<file path="config.mk">
export PLATFORM = sky130hd
export DESIGN_NAME = dmem_write_buffer
export DESIGN_NICKNAME = d
export VERILOG_FILES = /design/src/rtl/dmem_write_buffer.sv
export SDC_FILE = /design/constraint.sdc
export NUM_CORES = 1
export LEC_CHECK = 0
export ABC_CLOCK_PERIOD_IN_PS = 3800
export BUFFER_PORTS_ARGS = -buffer_cell sky130_fd_sc_hd__buf_2
export CORE_AREA = 2 2 178 180
export CTS_CLUSTER_SIZE = 24
export DETAILED_ROUTE_END_ITERATION = 10
export DIE_AREA = 0 0 180 182
export PLACE_DENSITY = 0.86
export SLEW_MARGIN = 20
export SYNTH_ARGS = -nofsm -noshare
export SYNTH_HDL_FRONTEND = slang
export SYNTH_SLANG_ARGS = --single-unit
</file>
<file path="constraint.sdc">
create_clock -name CLOCK -period 3.8 [get_ports CLOCK]
set_input_delay 0.38 -clock CLOCK [delete_from_list [all_inputs] [get_ports CLOCK]]
set_output_delay 0.38 -clock CLOCK [all_outputs]
set_load 0.01 [all_outputs]
</file>
<file path="src/rtl/dmem_write_buffer.sv">
// rtl/dmem_write_buffer.sv - store buffer between the CPU data port and Data_Memory
// Stores queue in a circular FIFO and drain whenever no load holds the memory port.
module dmem_write_buffer #(
  parameter int DEPTH  = 4,
  parameter int ADDR_W = 32,
  parameter int DATA_W = 32
) (
  input  logic              CLOCK,
  input  logic              RESET,
  input  logic [ADDR_W-1:0] cpu_addr,
  input  logic [DATA_W-1:0] cpu_wdata,
  input  logic              cpu_memwrite,
  input  logic              cpu_memread,
  output logic [DATA_W-1:0] cpu_rdata,
  output logic              cpu_stall,
  output logic [ADDR_W-1:0] mem_addr,
  output logic [DATA_W-1:0] mem_wdata,
  output logic              mem_memwrite,
  output logic              mem_memread,
  input  logic [DATA_W-1:0] mem_rdata,
  output logic              buf_empty
);

  localparam int PTR_W = $clog2(DEPTH);
  localparam int CNT_W = PTR_W + 1;

  logic [ADDR_W-1:0] r_addr [DEPTH];
  logic [DATA_W-1:0] r_data [DEPTH];
  logic [PTR_W-1:0]  r_head;
  logic [PTR_W-1:0]  r_tail;
  logic [CNT_W-1:0]  r_count;

  logic              w_full;
  logic              w_nonempty;
  logic              w_push;
  logic              w_drain;
  logic              w_fwd_hit;
  logic [DATA_W-1:0] w_fwd_data;

  assign w_full     = (r_count == CNT_W'(DEPTH));
  assign w_nonempty = (r_count != '0);
  // A full buffer refuses the push even if it drains this cycle.
  assign w_push     = RESET && cpu_memwrite && !w_full;
  assign w_drain    = RESET && !cpu_memread && w_nonempty;

  always_ff @(posedge CLOCK or negedge RESET) begin
    if (!RESET) begin
      r_head  <= '0;
      r_tail  <= '0;
      r_count <= '0;
    end else begin
      if (w_push)
        r_tail <= r_tail + 1'b1;
      if (w_drain)
        r_head <= r_head + 1'b1;
      if (w_push && !w_drain)
        r_count <= r_count + 1'b1;
      else if (!w_push && w_drain)
        r_count <= r_count - 1'b1;
    end
  end

  always_ff @(posedge CLOCK) begin
    if (w_push) begin
      r_addr[r_tail] <= cpu_addr;
      r_data[r_tail] <= cpu_wdata;
    end
  end

  // Oldest to youngest, so the last hit is the youngest matching store.
  // The head entry still matches in the cycle it drains.
  always_comb begin
    w_fwd_hit  = 1'b0;
    w_fwd_data = '0;
    for (int i = 0; i < DEPTH; i++) begin
      if ((CNT_W'(i) < r_count) && (r_addr[r_head + PTR_W'(i)] == cpu_addr)) begin
        w_fwd_hit  = 1'b1;
        w_fwd_data = r_data[r_head + PTR_W'(i)];
      end
    end
  end

  assign cpu_rdata    = w_fwd_hit ? w_fwd_data : mem_rdata;
  assign cpu_stall    = RESET && cpu_memwrite && w_full;
  assign buf_empty    = !w_nonempty;
  assign mem_memread  = RESET && cpu_memread;
  assign mem_memwrite = w_drain;
  assign mem_addr     = w_drain ? r_addr[r_head] : cpu_addr;
  assign mem_wdata    = w_drain ? r_data[r_head] : '0;

endmodule

</file>
==> run metrics, run 1 <==
post-synth top area share 42.1%; root buf cell clkbuf_16; Setup violations, final 32; Total Routing Usage GR 35.6%; period utilization 131%; share of cells above drive strength 1 42.0%; Slew Viols, Final 0; fin util between 70 and 80%; drt first pass iters 7; Die Area 0.0328 mm²; Vias 16,700; Post-synth ARST share 2.66%; worst slew pin tran 0.932 ns; Congestion Overflow GR 0; crit end category primary output; routed vias/inst between 7 and 8; Hold WS ~0.020 ns; failing checks negative setup slack; NumNets Final around 1,900; Clock Path Buffers 3; Initial Utilization 58.9%; syn_nets about 1,600; layout filler cell count 1,664; number of DRC markers in iteration 0 2,988; crit-path max cell delay 0.51 ns; TritonCTS clock tree done; Max Cap Violations 0; largest net degree at the start of global routing 89; Final min period 4.96 ns; Detail Route Antenna Nets 0; port bufs 199; crit path kind reg2out; ys flop type edfxtp_1; skew final 0.0136 ns; CP arrival approximately 4.6 ns; CP dominant cell by count buf_4; Die Wd 180 µm; Clk pin slew, worst setup/hold paths 0.07 ns; yosys synthesis warning count 0; ranking of synthesized cells by area edfxtp_1, mux4_2, mux2i_1; Final Worst Setup Slack -1.16 ns; first-pass GRT wire length 90,600 µm; IO Count 200; Gate Count Post-Synth ~1,500; TritonCTS Buffers 28; vias in the first global route 15,400; row count 65; Power Dens Cells 735 mW/mm²; Final Hold Viols 0; Worst path top cell family by delay buffers and inverters; post-synthesis sequential area ratio between 40% and 50%; VDD IR max 0.637 mV; CP Cell Sequence buf_12 -> buf_16 -> mux2_2 -> buf_4 -> xor2_1 -> nor4_2 -> a31oi_2 -> or3_4 -> o41ai_4 -> buf_4 -> nand3b_1 -> buf_4 -> buf_12 -> nor2_1 -> nor3_2 -> buf_4; setup repair after global routing missed its margin true; Peak Freq 202 MHz; Worst Path Required about 3.4 ns; WL/cell approximately 30 µm; htree depth 1; Buf/Inv on CP 7; TritonCTS Sinks 263; final RePlAce weighted congestion 1.05; register area 0.00787 mm²; Post-synth EDFFs around 260; Slew HR 37.9%; startpoint types flop; crit-path max FO 11; # DRC 0; area delta synth->final 28.3%; drt total wl ~66,000 µm; Hold WC Path Type in2reg; Synth area leader edfxtp_1; Mapped Area 0.0182 mm²; initial antenna violation count 8; Die H ~180 µm; Unique masters post-synth 85; slowest CP cell o41ai_4; status finished, violations left; Pleak 8.87 nW; post-DP HPWL 37,500 µm; Mapped Avg Cell Area 12.4 µm²; #FFs+latches synth 263; worst-skew pair later-pin latency 0.58 ns; Core ar. 0.0310 mm²; area of the multi-input gates 0.0103 mm²; setup TNS -34.93 ns
## worst reg2reg max path, delay by kind of cell, from the launching register on
family	cells	cell delay (ns)
AND/OR/NAND/NOR	1	0.63
flip-flops	1	0.35
buffers and inverters	3	0.66
adder cells (fa/ha/maj)	1	0.22
AO/OA/AOI/OAI	1	0.57
## power breakdown
group / internal (mW) / switching (mW)
Sequential: 3.55 / 0.251
Combinational: 4.99 / 5.46
Clock: 1.71 / 1.25
Total: 10.2 / 6.96
## metal layers
layer,share of wire (%),track usage (%),vias up
met5,0.065,0,-
met4,8.0,18.4,6
met3,14,8.72,485
met2,44,55.6,1707
met1,34,46.6,7972
li1,-,-,6559
## what timing repair did
action	CTS	global route
gates resized for setup	59	124
hold endpoints to repair	7	0
gates cloned	12	8
pin swaps	23	31
endpoints found under the setup margin	32	37
buffers inserted	23	15
hold buffers	1	0
## synth_stat cells (all sizes together), types with 3 or more instances
library cell and count:
and4 3, and2 28, a222oi 5, and3 8, inv 17, nor2b 50, a2bb2oi 3, mux2i 144
mux4 115, nor3b 5, ha 9, xor2 11, buf 82, a2111o 3, or2 3, xnor2 108
a211oi 86, a31oi 4, nand3 6, or3 3, nand2 90, nand4b 3, a21oi 33, nand4 26
clkbuf 63, o21ai 34, dfrtp 7, nor3 15, mux2 34, o22ai 36, a221oi 40, o311a 3
nor2 63, o41ai 6, edfxtp 256, nor4 7, o221ai 4, a2111oi 20
## layout by cell type, fill, tap and decap left out, types with 26 or more instances in the layout
cell type | netlist | routed
edfxtp_1 | 256 | 256
buf_2 | 25 | 195
buf_4 | 12 | 178
mux2i_1 | 143 | 137
mux4_2 | 115 | 115
nand2_1 | 90 | 90
xnor2_1 | 108 | 90
a211oi_1 | 86 | 84
nor2_1 | 62 | 59
nor2b_1 | 50 | 50
clkbuf_16 | 0 | 35
a21oi_1 | 33 | 32
o21ai_0 | 32 | 29
o22ai_1 | 36 | 29
mux2_2 | 28 | 28
a221oi_2 | 0 | 27
nand4_1 | 26 | 26
## worst paths after layout
kind | from | to | slack, ns | cells past startpoint
min | cpu_wdata[10] | r_data[3][10] | 0.02 | 1
min reg2reg | r_count[2] | r_count[2] | 0.62 | 2
min in group asynchronous | RESET | r_tail[0] | 0.20 | 2
max reg2reg | r_count[0] | r_addr[0][31] | 1.02 | 6
max in group asynchronous | RESET | r_head[1] | 3.38 | 2
max | r_head[1] | cpu_rdata[29] | -1.16 | 16
## cells by family (layout without fill, tap and decap cells)
| group | after synthesis | in the layout | share of synthesized area (%) |
|---|---|---|---|
| AO/OA/AOI/OAI | 300 | 300 | 12.2 |
| XOR/XNOR | 119 | 119 | 5.71 |
| adder cells (fa/ha/maj) | 9 | 9 | 0.617 |
| buffers and inverters | 164 | 515 | 4.75 |
| flip-flops | 263 | 263 | 43.1 |
| multiplexers | 293 | 293 | 24.3 |
| other | 0 | 4 | 0 |
| AND/OR/NAND/NOR | 324 | 324 | 9.39 |
## layout make-up
class / instances / share of cell area, %
Multi-Input combinational cell: 1045 / 44.1
Sequential cell: 263 / 33.6
Timing Repair Buffer: 444 / 15.6
Clock buffer: 34 / 3.26
Tap cell: 402 / 2.15
Clock inverter: 18 / 0.914
Inverter: 19 / 0.310
Antenna cell: 4 / 0.0428
## sequential cells by signal, indices dropped and copies added, names as in the netlist
signal   count
r_data     128
r_tail       2
r_count      3
r_addr     128
r_head       2
## through the flow
step / std cells / area [µm²] / setup slack [ns] / power, mW
2_1_floorplan: 1472 / 18200 / 0.297 / 9.70
3_3_place_gp: 2115 / 20600 / -0.327 / 12.1
3_5_place_dp: 2115 / 20600 / -0.465 / 12.3
4_1_cts: 2203 / 22500 / -0.838 / 16.0
5_1_grt: 2228 / 23400 / -1.16 / 17.7
6_report: 2229 / 23400 / -1.16 / 17.2
No activity file was read; power rests on OpenSTA's default activity.
==> inputs of run 2 (changes only) <==
SKIP_CTS_REPAIR_TIMING = 1   (was not set)
==> run 2 against run 1 <==
Power is 6.5% lower. Critical path depth is 2 lower. Global-route usage is 2.9 points lower. Largest power group unchanged. First-iteration DRC count is 19% lower. The flow still finishes with violations (negative setup slack). Non-clock buffer count is 21 lower. Sequential share of layout area is 1.6 points higher. Wire length is 9.7% lower. Fmax is 1.5% higher. Via count is 5.6% lower. Clock skew is 0.0042 ns lower.
==> run metrics, run 2 (synthesis results as in run 1) <==
status finished, violations left; failing checks negative setup slack; worst slew pin tran 1.10 ns (+0.171 ns); crit-path max FO 7 (-4); Clock Path Buffers 3 (unchanged); Total Routing Usage GR 32.7% (-2.9 points); root buf cell clkbuf_16; vias in the first global route 14,600 (-5.4%); Die H 182 µm (unchanged); Initial Utilization 58.9% (unchanged); initial antenna violation count 3 (-5); most frequent cells in the layout edfxtp_1, buf_2, buf_4, mux2i_1, mux4_2; crit path kind reg2out; Clk pin slew, worst setup/hold paths 0.07 ns (about the same); worst-skew pair later-pin latency 0.57 ns (about the same); reg-to-reg setup timing slack 1.03 ns (about the same); Die Area 0.0328 mm² (unchanged); TritonCTS clock tree done; Final Worst Setup Slack -1.09 ns (+0.0724 ns); area delta synth->final 22.7%; Vias 15,800 (-5.6%); setup TNS -30.85 ns (+4.08 ns); post-DP HPWL 37,500 µm (unchanged); final RePlAce weighted congestion 1.05 (unchanged); VDD IR max 0.519 mV (-18%); Pleak 8.42 nW (-5.1%); Top Registers r_addr: 128 flops, r_data: 128 flops, r_count: 3 flops; Core ar. 0.0310 mm² (unchanged); TritonCTS Buffers 28 (unchanged); htree depth 1 (unchanged); # DRC 0 (unchanged); Die Wd 180 µm (unchanged); IO Count 200 (unchanged); Slew HR 26.5% (-11 points); Congestion Overflow GR 0 (unchanged); Slew Viols, Final 0 (unchanged); placed instance count 2,115 (unchanged); crit end category primary output; routed vias/inst 7.16 (-4.6%); period utilization 129% (-1.9 points); drt first pass iters 6 (-1); WL/cell 27.2 µm (-8.8%); commonest non-fill, non-tap cell in the layout edfxtp_1; Final Hold Viols 0 (unchanged); TritonCTS Sinks 263 (unchanged); Place WS -0.465 ns (unchanged); number of DRC markers in iteration 0 2,420 (-19%); Final min period 4.89 ns (-0.0724 ns); Detail Route Antenna Nets 0 (unchanged); largest net degree at the start of global routing 89 (unchanged); CP arrival 4.51 ns (-0.07 ns); Cell Count, Final, Fillers Out 2,206 (-1.0%); port bufs 199 (unchanged); drt total wl 60,000 µm (-9.7%); Power Dens Cells 719 mW/mm² (-2.2%); Hold WC Path Type in2reg; skew final 0.00939 ns (-0.00421 ns); row count 65 (unchanged); Max Cap Violations 0 (unchanged); Worst Path Required 3.42 ns (about the same); first-pass GRT wire length 83,900 µm (-7.4%); overall power 16.1 mW (-6.5%); startpoint types flop; share of cells above drive strength 1 37.5% (-4.6 points); setup repair after global routing missed its margin true; NumNets Final 1,889 (-1.1%); Peak Freq 205 MHz (+1.5%); Setup violations, final 32 (unchanged)
==> run 2: changes by cell type in the layout (fill, tap and decap cells not counted), sizes merged <==
cell    delta
buf       -19
clkbuf     +2
bufbuf     -4
diode      -2
==> run 2: per-layer routing <==
layer  vias up  wire length [µm]  GRT usage (%)
met5         -                13              0
met4         2              3470           14.4
met3       323              7660           6.86
met2      1328             27500           51.6
met1      7650             21400           44.2
li1       6496                 -              -
==> run 2: power breakdown <==
part	leakage (nW)	internal, mW	switching [mW]
clock network	0.475	1.71	1.21
logic	5.54	4.47	4.92
registers	2.40	3.55	0.232
==> run 2: final timing paths <==
| path | startpoint | to | depth (start not counted) |
|---|---|---|---|
| worst max-delay path | r_head[0] | cpu_rdata[28] | 14 |
| worst min-delay path | cpu_wdata[10] | r_data[3][10] | 1 |
| worst max register to register | r_count[0] | r_addr[0][31] | 6 |
| worst min register to register | r_count[2] | r_count[2] | 2 |
| max in group asynchronous | RESET | r_head[1] | 2 |
| min in group asynchronous | RESET | r_head[0] | 2 |
==> run 2: area by class of cell <==
type                       instances  area, µm²
clock buffer                      34        763
tap                              402        503
timing repair buffer             423       3170
sequential                       263       7870
fill                            1935       8610
clock inverter                    18        214
inverter                          19       72.6
antenna                            2       5.00
multi-input combinational       1045       9770
==> run 2: worst max-delay path, stage by stage, from the launching register on <==
cell	delay (ns)
dfrtp_4	0.45
buf_4	0.17
buf_4	0.21
buf_4	0.19
mux4_2	0.58
xnor2_1	0.19
nand4_1	0.22
nor4_2	0.41
buf_4	0.19
or4b_4	0.53
nor3_1	0.24
a211oi_1	0.11
o211ai_2	0.16
o211a_1	0.16
buf_4	0.13
==> run 2: metrics by stage <==
stage | instance area [µm²] | hold slack [ns] | utilization (%)
detailed placement | 20600 | 0.247 | 66.6
global placement | 20600 | 0.243 | 66.6
global route | 22400 | 0.0114 | 72.2
CTS | 21600 | -0.338 | 69.8
floorplan | 18200 | 0.0844 | -
finish | 22400 | 0.0205 | 72.2
